`src/rtl/lif_neuron_array_if.sv`:
```
// Bus bundle for lif_neuron_array: time-step strobe, currents, threshold,
// monitor select and counter clear in; spikes, monitored membrane and
// population count out.
interface lif_neuron_array_if #(
  parameter int unsigned N     = 4,
  parameter int unsigned WIDTH = 8
);
  localparam int unsigned SelW = (N > 1) ? $clog2(N) : 1;

  logic                 en;
  logic [N*WIDTH-1:0]   current;
  logic [WIDTH-1:0]     threshold;
  logic [SelW-1:0]      sel;
  logic                 cnt_clr;
  logic [N-1:0]         spike;
  logic [WIDTH-1:0]     state_out;
  logic [15:0]          spike_count;

  modport master (
    output en, current, threshold, sel, cnt_clr,
    input  spike, state_out, spike_count
  );

  modport slave (
    input  en, current, threshold, sel, cnt_clr,
    output spike, state_out, spike_count
  );
endinterface

```
`src/rtl/lif_neuron_array.sv`:
```
// Array of N leaky integrate-and-fire neurons updated in lock-step on the
// en strobe. Shared threshold, shift leak, saturating membrane, per-neuron
// refractory counter and a saturating population spike counter.
module lif_neuron_array #(
  parameter int unsigned N          = 4,
  parameter int unsigned WIDTH      = 8,
  parameter int unsigned LEAK_SHIFT = 1,
  parameter int unsigned REFRAC     = 2
) (
  input logic               clk,
  input logic               rst_n,
  lif_neuron_array_if.slave bus
);
  localparam logic [3:0]       RefracInit = 4'(REFRAC);
  localparam logic [WIDTH-1:0] SatMax     = '1;

  logic [WIDTH-1:0] r_state  [N];
  logic [3:0]       r_refrac [N];
  logic [N-1:0]     r_spike;
  logic [15:0]      r_count;

  logic [WIDTH:0]   w_sum  [N];
  logic [WIDTH-1:0] w_next [N];
  logic [N-1:0]     w_fire;
  logic [4:0]       w_pop;
  logic [16:0]      w_cnt_sum;
  logic [WIDTH-1:0] w_state_out;

  // Leak + integrate in WIDTH+1 bits, saturate, then compare the saturated value.
  always_comb begin
    for (int i = 0; i < int'(N); i++) begin
      w_sum[i]  = {1'b0, r_state[i]} - {1'b0, (r_state[i] >> LEAK_SHIFT)}
                + {1'b0, bus.current[i*WIDTH +: WIDTH]};
      w_next[i] = w_sum[i][WIDTH] ? SatMax : w_sum[i][WIDTH-1:0];
      w_fire[i] = (w_next[i] >= bus.threshold);
    end
  end

  // Per-neuron state: hold without en, refractory blanking, or integrate/fire.
  always_ff @(posedge clk or negedge rst_n) begin
    if (!rst_n) begin
      for (int i = 0; i < int'(N); i++) begin
        r_state[i]  <= '0;
        r_refrac[i] <= '0;
      end
      r_spike <= '0;
    end else begin
      for (int i = 0; i < int'(N); i++) begin
        if (!bus.en) begin
          r_spike[i] <= 1'b0;
        end else if (r_refrac[i] != 4'd0) begin
          r_state[i]  <= '0;
          r_refrac[i] <= r_refrac[i] - 4'd1;
          r_spike[i]  <= 1'b0;
        end else if (w_fire[i]) begin
          r_state[i]  <= '0;
          r_refrac[i] <= RefracInit;
          r_spike[i]  <= 1'b1;
        end else begin
          r_state[i]  <= w_next[i];
          r_spike[i]  <= 1'b0;
        end
      end
    end
  end

  // Popcount of the registered spikes feeds the counter one cycle later.
  always_comb begin
    w_pop = '0;
    for (int i = 0; i < int'(N); i++) begin
      w_pop = w_pop + 5'(r_spike[i]);
    end
    w_cnt_sum = {1'b0, r_count} + 17'(w_pop);
  end

  // Saturating population counter; clear beats the same-edge increment.
  always_ff @(posedge clk or negedge rst_n) begin
    if (!rst_n) begin
      r_count <= '0;
    end else if (bus.cnt_clr) begin
      r_count <= '0;
    end else if (w_cnt_sum[16]) begin
      r_count <= 16'hFFFF;
    end else begin
      r_count <= w_cnt_sum[15:0];
    end
  end

  // Membrane monitor mux; out-of-range select reads as zero.
  always_comb begin
    w_state_out = '0;
    if (32'(bus.sel) < N) begin
      w_state_out = r_state[bus.sel];
    end
  end

  assign bus.spike       = r_spike;
  assign bus.state_out   = w_state_out;
  assign bus.spike_count = r_count;
endmodule

```
`src/flat_wrapper.sv`:
```
// flat-port wrapper written by rule: the top's interface ports become plain ports
module lif_neuron_array_flat 
#(
  parameter int unsigned N          = 4,
  parameter int unsigned WIDTH      = 8,
  parameter int unsigned LEAK_SHIFT = 1,
  parameter int unsigned REFRAC     = 2
)
  (clk, rst_n, bus_en, bus_current, bus_threshold, bus_sel, bus_cnt_clr, bus_spike, bus_state_out, bus_spike_count);
  lif_neuron_array_if #(.N(N), .WIDTH(WIDTH)) bus_i ();
  input logic clk;
  input logic rst_n;
  input wire logic [$bits(bus_i.en)-1:0] bus_en;
  input wire logic [$bits(bus_i.current)-1:0] bus_current;
  input wire logic [$bits(bus_i.threshold)-1:0] bus_threshold;
  input wire logic [$bits(bus_i.sel)-1:0] bus_sel;
  input wire logic [$bits(bus_i.cnt_clr)-1:0] bus_cnt_clr;
  output wire logic [$bits(bus_i.spike)-1:0] bus_spike;
  output wire logic [$bits(bus_i.state_out)-1:0] bus_state_out;
  output wire logic [$bits(bus_i.spike_count)-1:0] bus_spike_count;
  assign bus_i.en = bus_en;
  assign bus_i.current = bus_current;
  assign bus_i.threshold = bus_threshold;
  assign bus_i.sel = bus_sel;
  assign bus_i.cnt_clr = bus_cnt_clr;
  assign bus_spike = bus_i.spike;
  assign bus_state_out = bus_i.state_out;
  assign bus_spike_count = bus_i.spike_count;
  lif_neuron_array #(.N(N), .WIDTH(WIDTH), .LEAK_SHIFT(LEAK_SHIFT), .REFRAC(REFRAC)) u_core (.clk(clk), .rst_n(rst_n), .bus(bus_i));
endmodule
```
`config.mk`:
```
export PLATFORM = sky130hd
export DESIGN_NAME = lif_neuron_array_flat
export DESIGN_NICKNAME = d
export VERILOG_FILES = /design/src/rtl/lif_neuron_array_if.sv /design/src/rtl/lif_neuron_array.sv /design/src/flat_wrapper.sv
export SDC_FILE = /design/constraint.sdc
export NUM_CORES = 1
export LEC_CHECK = 0
export ABC_CLOCK_PERIOD_IN_PS = 9400
export BUFFER_PORTS_ARGS = -buffer_cell sky130_fd_sc_hd__buf_2
export CELL_PAD_IN_SITES_DETAIL_PLACEMENT = 0
export CELL_PAD_IN_SITES_GLOBAL_PLACEMENT = 1
export CORE_MARGIN = 2
export CORE_UTILIZATION = 30
export CTS_CLUSTER_SIZE = 16
export DETAILED_ROUTE_END_ITERATION = 10
export GPL_TIMING_DRIVEN = 0
export PLACE_DENSITY_LB_ADDON = 0.1
export REMOVE_ABC_BUFFERS = 1
export SETUP_SLACK_MARGIN = 0.4
export SLEW_MARGIN = 20
export SYNTH_ARGS = -nofsm -noshare
export SYNTH_HDL_FRONTEND = slang
export SYNTH_SLANG_ARGS = --single-unit
```
`constraint.sdc`:
```
create_clock -name clk -period 9.4 [get_ports clk]
set_input_delay 1.41 -clock clk [delete_from_list [all_inputs] [get_ports clk]]
set_output_delay 1.41 -clock clk [all_outputs]
set_load 0.1 [all_outputs]
```
Word level (Yosys, flattened, before mapping)
Cells that the tools add are included.
{ "word_totals": {"ff_bits": 68, "inputBits": 46, "elab_cells": 81} }
{ "classes": {"add_sub_neg": 16, "magnitude_cmp": 5, "mux": 37, "bitwise_logic": 1, "reduce_logical": 12} }
{ "ops": {"columns": ["operator", "count"], "rows": [
  ["8-bit two-way mux", 14],
  ["9-bit by 8-bit adder with 9-bit output", 4],
  ["8-bit by 7-bit subtractor with 9-bit output", 4],
  ["8-bit greater-or-equal comparator", 4],
  ["16-bit two-way mux", 2],
  ["4-bit two-way mux", 8],
  ["16-bit by 5-bit adder with 17-bit output", 1],
  ["8-bit binary-select mux with 2-bit select", 1],
  ["4-bit nonzero test", 4],
  ["4-bit by 1-bit subtractor with 4-bit output, second input constant", 4],
  ["1-bit two-way mux", 12],
  ["5-bit by 1-bit adder with 5-bit output", 2],
  ["2-bit AND reduction", 4],
  ["2-bit nonzero test", 4],
  ["3-bit greater-or-equal comparator, second input constant", 1],
  ["2-bit NOT with 3-bit output", 1],
  ["1-bit by 1-bit adder with 2-bit output", 1]
]} }

Longest topological paths before layout
Gate-level depths: netlist of the first run.
{ "logic_depth": {"depth_word": 7, "depth_mapped": 18, "mapped_depth_nobuf": 18} }

Worst setup path before layout of the first run
OpenSTA, ideal clock, no wires.
{ "synth_timing": {"kind": "input port to flip-flop", "from": "input bus_current[17]", "to": "register u_core.r_refrac[5] in the netlist's numbering", "setup_time_ns": 0.128, "arrival_time_ns": 4.535, "required_ns": 9.272, "setup_slack_ns": 4.737, "cell_stages": 15, "n_path_buf": 0, "cell_sequence": "inv_1 fa_1 fa_1 nand2b_1 a21o_1 a31oi_4 xor2_2 nor2_1 ha_1 nand2b_1 a211oi_1 o21ai_1 a41oi_2 a21boi_1 mux2i_1"} }
{ "synth_between": {"elab_chain_len": 5} }
{ "synth_rtl": {"columns": ["element", "line", "text"], "rows": [
  ["start, declared", "flat_wrapper.sv:14", "input wire logic [$bits(bus_i.current)-1:0] bus_current;"],
  ["9-bit by 8-bit adder with 9-bit output", "lif_neuron_array.sv:33", "+ {1'b0, bus.current[i*WIDTH +: WIDTH]};"],
  ["8-bit two-way mux", "lif_neuron_array.sv:34", "w_next[i] = w_sum[i][WIDTH] ? SatMax : w_sum[i][WIDTH-1:0];"],
  ["8-bit greater-or-equal comparator", "lif_neuron_array.sv:35", "w_fire[i] = (w_next[i] >= bus.threshold);"],
  ["2-bit nonzero test (no line)", null, null],
  ["2-bit AND reduction (no line)", null, null],
  ["end signal, assigned by index", "lif_neuron_array.sv:53", "r_refrac[i] <= r_refrac[i] - 4'd1;"],
  ["end signal, assigned by index", "lif_neuron_array.sv:57", "r_refrac[i] <= RefracInit;"],
  ["end, declared", "lif_neuron_array.sv:18", "logic [3:0] r_refrac [N];"]
]} }
Every way passes these cells.
A chain may end at the register's enable or synchronous reset.

Final worst setup path of the first run
{ "layout_timing": {"from": "input bus_current[9]", "to": "register u_core.r_state[23] in the netlist's numbering"} }
{ "layout_between": {"elab_chain_len": 5} }
{ "layout_rtl": {"columns": ["element", "line", "text"], "rows": [
  ["9-bit by 8-bit adder with 9-bit output (*)", "lif_neuron_array.sv:33", null],
  ["8-bit two-way mux (*)", "lif_neuron_array.sv:34", null],
  ["8-bit greater-or-equal comparator", "lif_neuron_array.sv:35", null],
  ["8-bit two-way mux (*)", "lif_neuron_array.sv:55", "end else if (w_fire[i]) begin"],
  ["8-bit two-way mux (*)", "lif_neuron_array.sv:51", "end else if (r_refrac[i] != 4'd0) begin"],
  ["end signal, assigned by index", "lif_neuron_array.sv:60", "r_state[i] <= w_next[i];"],
  ["end, declared", "lif_neuron_array.sv:17", "logic [WIDTH-1:0] r_state [N];"]
]} }
Every way passes the cells marked *; elsewhere a longest branch is shown, timed or not.

==> metrics, run 1 <==
Mean Syn Cell Area=between 9 and 10 um2; vias=4994; number of global-route vias before repair=5046; Clk network pwr share=12.6%; Fmax achieved=203 MHz; async set or reset register ratio after synthesis=100%; total routed wirelength=16300 um; storage element area=approximately 0.0017 mm2; power consumption=2830 uW; sequential share of power=15.8%; Final GP Congestion=0.788; Cell Rows=53; pwr dens=381 mW/mm2; multi-input logic area=around 0.0042 mm2; Fin. Hold Viols=0; average wire per standard cell=15.7 um; crit-path cells=buf_2, inv_1, fa_1, fa_1, nand2b_1, a21o_1, a31oi_4, xor2_2, nor2_1, ha_1, nand2b_1, a211oi_1, o21ai_1, a41oi_2, nand3_2, o22ai_1; max_cap viols=0; Worst setup SP type=primary input; TritonRoute pass-1 iters=4; GRT Total Usage=15.1%; setup TNS=0 ns; largest net degree at the start of global routing=just under 70; Num CTS Buffers=9; clk root buf=clkbuf_16; Inst Count DP=1023; Required @ worst endpoint=9.67 ns; CTS H-Tree Depth=3; crit path kind=in2reg; initial core utilization=a little under a third; worst relative slew slack=27.6%; Comb pwr share=71.5%; clock insertion delay at the later pin of the skew report=0.35 ns; drt drc=0; core region area=0.0210 mm2; Worst setup EP type=flip-flop; global-route wire length before repair=roughly 26000 um; Hold Path Class=reg2reg; status=completed; EDFF count, synth=0; initial antenna violation count=0; Final min period=4.93 ns; final setup vio count=0; Least-Margin Pin Slew=1.08 ns; RSZ-0062 raised after global routing=false; sequential element share of the synthesized area=26.4%; Post-layout nets=916; Worst-path clk slew=0.06 ns; fill cell count=between 2000 and 2500; # IOs=74; CP delay by family, top=compound AO/OA/AOI/OAI gates; final hold slack=0.498 ns; post-CTS resize count=0; Post-Synthesis Cell Area=0.00644 mm2; prevailing post-synth register cell=dfrtp_1; most common cell after layout, fill and taps aside=inv_1; post-route ant nets=0; WP data arrival=5.20 ns; fin. max-slew vios=0; commonest non-fill, non-tap cells in the layout=131 x inv_1, 81 x ha_1, 71 x buf_2; placed wire-length estimate=~13000 um; CP Buf/Inv Count=2; Int Power=roughly 1400 uW; Hold-fix buffers, CTS=0; leak pwr=0.00375 uW; TritonCTS clock tree=done; layout cell share with drive strength beyond 1=18.5%; Netlist cell types=51; skew final=~0.0055 ns; slowest CP cell=fa_1; Sink Count=roughly 70; Die X=150 um; Die Ht=150 um; Sw Share=51.2%; VDD IR-drop max=0.000186 V; Clock Tree Buf Depth=2; port buffer count=73; Ys Warns=0; Final Instance Count excl. Fillers=1039; Tcrit/Tclk final=52.5%; delay of the slowest critical-path stage=0.53 ns; postcts setup bufs=0; synth-to-layout area growth=15.6%; sw power=1450 uW; Synth Register Bits=68; GR Overflow Total=0; overall die area=0.0226 mm2; crit path max fanout=6; DR iter-0 viols=about 260; ant diodes=0; Post-Synthesis Cells=686; Final Util=35.4%; vias per inst=4.81
-- cell type report --
class	count	share of cell area, %
Sequential cell	68	22.9
Inverter	135	6.81
Tap cell	275	4.63
Clock inverter	7	1.08
Clock buffer	9	3.03
Multi-Input combinational cell	471	56.2
Timing Repair Buffer	74	5.35
-- sequential cells by signal, summed over array words and instances (netlist names) --
name	flops
u_core.r_state	32
u_core.r_refrac	16
u_core.bus.spike	4
u_core.bus.spike_count	16
-- through the flow --
| stage | setup slack, ns | area (um2) |
|---|---|---|
| detailed placement | 4.09 | 7130 |
| global placement | 4.03 | 7100 |
| global route | 4.13 | 7440 |
| CTS | 4.44 | 7430 |
| finish | 4.47 | 7440 |
| floorplan | 4.74 | 6390 |
-- logic make-up after synthesis --
logic type                 count (synthesis)  synth area share [%]
AOI/OAI and AO/OA                        154                  18.1
xor gates and xnor gates                  39                  6.24
adders and majority gates                111                  25.1
buffers and inverters                    147                  8.65
DFF                                       68                  26.4
muxes                                     13                  3.58
and+or+nand+nor                          154                  11.9
-- power by group through the flow --
stage | combinational (uW) | sequential (uW) | clock (uW)
6_report | 2030 | 448 | 358
5_1_grt | 2290 | 459 | 384
4_1_cts | 2040 | 449 | 369
3_5_place_dp | 2030 | 454 | 0
3_3_place_gp | 2000 | 452 | 0
2_1_floorplan | 1550 | 472 | 0
-- synth_stat cells, types with 9 or more instances --
cell      count  area [um2]
a211oi_1      9        67.6
a21o_1       19         143
a21oi_1      33         165
a41o_1       12         120
dfrtp_1      68        1700
fa_1         30         601
ha_1         81        1010
inv_1       131         492
nand2_1      36         135
nand2b_1     19         119
nor2_1       53         199
nor3_1       11        55.1
o21ai_0      14        70.1
o22ai_1      22         138
xnor2_1      14         123
xor2_1       17         149
-- per-layer routing --
metal | global-route usage (%) | part of all wire [%] | vias to the layer above | wire length (um)
li1 | - | - | 2487 | -
met1 | 20.4 | 48 | 2403 | 7760
met2 | 24.5 | 47 | 80 | 7590
met3 | 2.58 | 3.1 | 24 | 497
met4 | 5.28 | 2.7 | 0 | 437
met5 | 0 | 0 | - | 0
-- final timing paths --
path                                                 startpoint                                   to  slack, ns  cells past startpoint
worst min register to register  u_core.r_refrac[14]$_DFFE_PN0P_        u_core.bus.spike[0]$_DFF_PN0_       0.50                      1
worst max register to register   u_core.r_state[17]$_DFFE_PN0P_       u_core.r_state[23]$_DFFE_PN0P_       5.14                     15
min in group asynchronous                                 rst_n       u_core.r_refrac[6]$_DFFE_PN0P_       0.98                      1
max in group asynchronous                                 rst_n  u_core.bus.spike_count[4]$_DFF_PN0_       7.87                      2
worst max-delay path                             bus_current[9]       u_core.r_state[23]$_DFFE_PN0P_       4.47                     16
worst min-delay path            u_core.r_refrac[14]$_DFFE_PN0P_        u_core.bus.spike[0]$_DFF_PN0_       0.50                      1
No activity file was read; power rests on OpenSTA's default activity.
==> run 2: changes to the inputs <==
ABC_CLOCK_PERIOD_IN_PS = 4000   (was 9400)
clock period = 4 ns   (was 9.4 ns; I/O delays follow)
==> metrics, run 2 (synthesis gave the netlist of run 1 again) <==
FF-to-FF setup slack=0.14 ns; worst relative slew slack=40.6%; ant diodes=0; # IOs=74; vias per inst=4.81; setup ws final=0.137 ns; fin. max-slew vios=0; crit path max fanout=4; RSZ-0062 raised after global routing=true; Biggest register=u_core.r_state; Post-layout nets=982; Hold Path Class=in2async; worst slack, placed=-0.498 ns; TritonCTS clock tree=done; most common cell after layout, fill and taps aside=inv_1; core region area=between 0.02 and 0.025 mm2; vias=5320; DR iter-0 viols=between 200 and 250; GRT Total Usage=15.8%; final hold slack=~0.17 ns; commonest non-fill, non-tap cells in the layout=117 x inv_1, 71 x buf_2, 62 x dfrtp_1; layout cell share with drive strength beyond 1=36.5%; Cell Rows=53; port buffer count=73; WP data arrival=~4.1 ns; max FFs per register=32; Required @ worst endpoint=4.23 ns; global-route wire length before repair=around 28000 um; initial core utilization=a little under a third; Final Util=41.4%; crit path kind=reg2reg; clock insertion delay at the later pin of the skew report=roughly 0.35 ns; synth-to-layout area growth=35.4%; number of global-route vias before repair=about 5300; total routed wirelength=17500 um; R2R cell count=16; reg-to-reg startpoint=u_core.r_state[25]$_DFFE_PN0P_; Hold-fix buffers, CTS=0; FF-to-FF End=u_core.r_refrac[13]$_DFFE_PN0P_; Num CTS Buffers=9; average wire per standard cell=15.8 um; clk root buf=clkbuf_16; Final min period=3.86 ns; GR Overflow Total=0; Worst-path clk slew=0.06 ns; placed wire-length estimate=between 10000 and 15000 um; Tcrit/Tclk final=96.6%; skew final=0.00655 ns; Worst setup EP type=flip-flop; Die Ht=about 150 um; Final GP Congestion=0.788; TritonRoute pass-1 iters=4; delay of the slowest critical-path stage=0.46 ns; final setup vio count=0; Die X=approximately 150 um; Worst setup SP type=flip-flop; post-route ant nets=0; Fin. Hold Viols=0; slowest CP cell=fa_2; fill cell count=2100; status=completed; setup TNS=0 ns; CTS H-Tree Depth=3; overall die area=0.0226 mm2; Clock Tree Buf Depth=2; drt drc=0; Sink Count=68; Least-Margin Pin Slew=a little under 0.9 ns; Fmax achieved=259 MHz; crit-path cells=inv_2, fa_2, fa_2, nand2b_4, a21o_1, a31oi_4, xor2_4, nor2_4, ha_4, nand2b_4, a21o_1, a211o_1, a21oi_4, buf_12, a21boi_4, mux2i_1; largest net degree at the start of global routing=68; max_cap viols=0; initial antenna violation count=0
-- run 2: cell count changes in the layout (fill, tap and decap cells not counted), sizes merged --
cell,before,now
buf,74,140
-- run 2: worst max path at each step --
stage,start,end,slack [ns],depth (start not counted)
4_1_cts,u_core.r_state[27]$_DFFE_PN0P_,u_core.r_refrac[12]$_DFFE_PN0P_,0.08,17
2_1_floorplan,bus_current[17],u_core.r_refrac[5]$_DFFE_PN0P_,0.15,15
3_3_place_gp,bus_current[9],u_core.r_state[23]$_DFFE_PN0P_,-0.56,16
6_report,u_core.r_state[25]$_DFFE_PN0P_,u_core.r_refrac[13]$_DFFE_PN0P_,0.14,16
5_1_grt,u_core.r_state[25]$_DFFE_PN0P_,u_core.r_refrac[13]$_DFFE_PN0P_,-0.01,16
3_5_place_dp,bus_current[9],u_core.r_state[23]$_DFFE_PN0P_,-0.50,16
-- run 2: timing repair --
item	in CTS	in global routing
pin swaps	64	60
buffers inserted	41	25
resized for setup	72	69
setup endpoints to repair	44	44
-- run 2: worst max-delay path: cells and delay by family (launching register included) --
kind / cells / cell delay (ns)
buffers and inverters: 2 / 0.22
AO/OA/AOI/OAI: 6 / 1.27
XOR/XNOR: 1 / 0.26
adder cells (fa/ha/maj): 3 / 1.09
AND/OR/NAND/NOR: 3 / 0.33
flip-flops: 1 / 0.40
multiplexers: 1 / 0.15
-- run 2: through the flow --
step	area [um2]	instances
4_1_cts	8110	1080
3_3_place_gp	7100	1022
5_1_grt	8710	1105
6_report	8710	1105
2_1_floorplan	6390	674
3_5_place_dp	7130	1023
-- run 2: cell type report --
type | count | area (um2) | area share (%)
clock buffer | 9 | 225 | 2.58
clock inverter | 7 | 80.1 | 0.919
inverter | 135 | 509 | 5.84
multi-input combinational | 471 | 4870 | 55.9
sequential | 68 | 1710 | 19.6
tap | 275 | 344 | 3.95
timing repair buffer | 140 | 971 | 11.1
-- run 2: per-layer routing --
metal / GRT usage (%) / up-vias / share of wire [%]
met3: 2.58 / 26 / 3.7
met4: 5.14 / 0 / 2.6
met1: 21.0 / 2588 / 45
met5: 0 / - / 0
met2: 26.2 / 94 / 49
li1: - / 2612 / -
Power of run 2 is left out: the tool's default activity adds up to more than one toggle a clock period on the data nets, which glitch-free logic cannot reach.
==> run 3: changes to the inputs <==
ABC_CLOCK_PERIOD_IN_PS = unset   (was 4000)
CORE_MARGIN = unset   (was 2)
REMOVE_ABC_BUFFERS = unset   (was 1)
==> metrics, run 3 (synthesis gave the netlist of run 1 again) <==
crit path max fanout=5; GRT Total Usage=17.7%; vias=5390; RSZ-0062 raised after global routing=true; GR Overflow Total=0; Tcrit/Tclk final=95.9%; Hold Path Class=in2async; worst relative slew slack=28.2%; skew final=0.00887 ns; leak pwr=0.00421 uW; Die X=approximately 150 um; global-route wire length before repair=29400 um; Final GP Congestion=0.770; Worst-path clk slew=0.06 ns; Required @ worst endpoint=4.26 ns; vias per inst=4.80; Worst setup SP type=flip-flop; Fmax achieved=261 MHz; number of global-route vias before repair=5549; multi-input logic area=0.00476 mm2; Clock Tree Buf Depth=2; setup TNS=0 ns; synth-to-layout area growth=34.8%; clock insertion delay at the later pin of the skew report=between 0.3 and 0.4 ns; largest net degree at the start of global routing=37; max_cap viols=0; total routed wirelength=18600 um; Worst setup EP type=flip-flop; final setup vio count=0; Least-Margin Pin Slew=1.08 ns; final hold slack=0.201 ns; fin. max-slew vios=0; reg-to-reg startpoint=u_core.r_state[2]$_DFFE_PN0P_; initial core utilization=30.6%; overall die area=0.0220 mm2; pwr dens=1050 mW/mm2; ant diodes=0; clk root buf=clkbuf_16; placed wire-length estimate=14200 um; initial antenna violation count=0; commonest non-fill, non-tap cells in the layout=115 x inv_1, 73 x buf_2, 65 x buf_4; TritonRoute pass-1 iters=4; layout cell share with drive strength beyond 1=36.2%; Final min period=about 3.8 ns; Die Ht=148 um; drt drc=0; VDD IR-drop max=around 0.00039 V; max FFs per register=32; core region area=about 0.021 mm2; Post-layout nets=999; most common cell after layout, fill and taps aside=inv_1; Cell Rows=53; Fin. Hold Viols=0; Syn Nets=843; WP data arrival=4.10 ns; port buffer count=70; CTS H-Tree Depth=3; Hold-fix buffers, CTS=0; Sink Count=68; # IOs=74; post-route ant nets=0; status=completed; average wire per standard cell=around 17 um; worst setup path startpoint=u_core.r_state[2]$_DFFE_PN0P_; Num CTS Buffers=9; Biggest register=u_core.r_state; storage element area=0.00171 mm2; TritonCTS clock tree=done; DR iter-0 viols=205; fill cell count=between 2000 and 2500; crit path kind=reg2reg
run 3: worst paths after layout:
check	slack, ns	depth (start not counted)	endpoint
worst max-delay path	0.17	14	u_core.r_state[0]$_DFFE_PN0P_
min in group clk	0.50	1	u_core.bus.spike[0]$_DFF_PN0_
worst min register to register	0.50	1	u_core.bus.spike[0]$_DFF_PN0_
max in group asynchronous	3.21	2	u_core.r_state[10]$_DFFE_PN0P_
worst min-delay path	0.20	1	u_core.bus.spike[0]$_DFF_PN0_
worst max register to register	0.17	14	u_core.r_state[0]$_DFFE_PN0P_
run 3: critical path: stages, from the launching register on:
cell      delay (ns)
dfrtp_2         0.43
fa_1            0.53
fa_2            0.42
nand2b_4        0.15
a21o_1          0.22
a31oi_4         0.21
xor2_2          0.22
nor2_2          0.07
ha_1            0.28
nand2b_4        0.14
a21o_1          0.16
a211o_1         0.29
a21oi_4         0.26
nand3_4         0.18
o22ai_2         0.18
run 3: layout make-up:
cell class                      instances  area share [%]
Multi-Input combinational cell        471            54.8
Sequential cell                        68            19.7
Timing Repair Buffer                  145            11.1
Inverter                              135            6.01
Tap cell                              275            3.97
Clock buffer                            9            2.60
Clock inverter                          7            1.15
Buffer                                 12           0.577
run 3: report_power, final:
group	leakage (uW)	internal [uW]	switching (uW)	total (uW)
registers	0.000903	879	184	1060
logic	0.00315	3450	3700	7150
clock network	0.000148	549	344	893
total	0.00421	4880	4230	9110
run 3: stage by stage:
step	worst slack (ns)	util, %	total power, uW	area (um2)	instances
after floorplan	0.359	-	5000	6570	686
after global placement	-0.255	34.6	6020	7270	1031
after detailed placement	-0.265	34.7	6120	7290	1032
after CTS	0.158	39.8	8400	8370	1105
after global routing	0.0306	41.3	9910	8680	1122
final	0.165	41.3	9110	8680	1122
run 3: what timing repair did:
item | CTS | global route
resized for setup | 65 | 37
gates cloned | 0 | 0
buffers inserted | 57 | 17
hold endpoints to repair | 0 | 0
setup endpoints to repair | 44 | 44
pin swaps | 52 | 27
run 3: metal layers:
metal,vias up,GRT usage (%),share of wire (%)
li1,2643,-,-
met4,0,5.82,2.0
met2,71,29.8,49
met1,2654,23.1,46
met3,22,2.48,2.6
met5,-,0,0
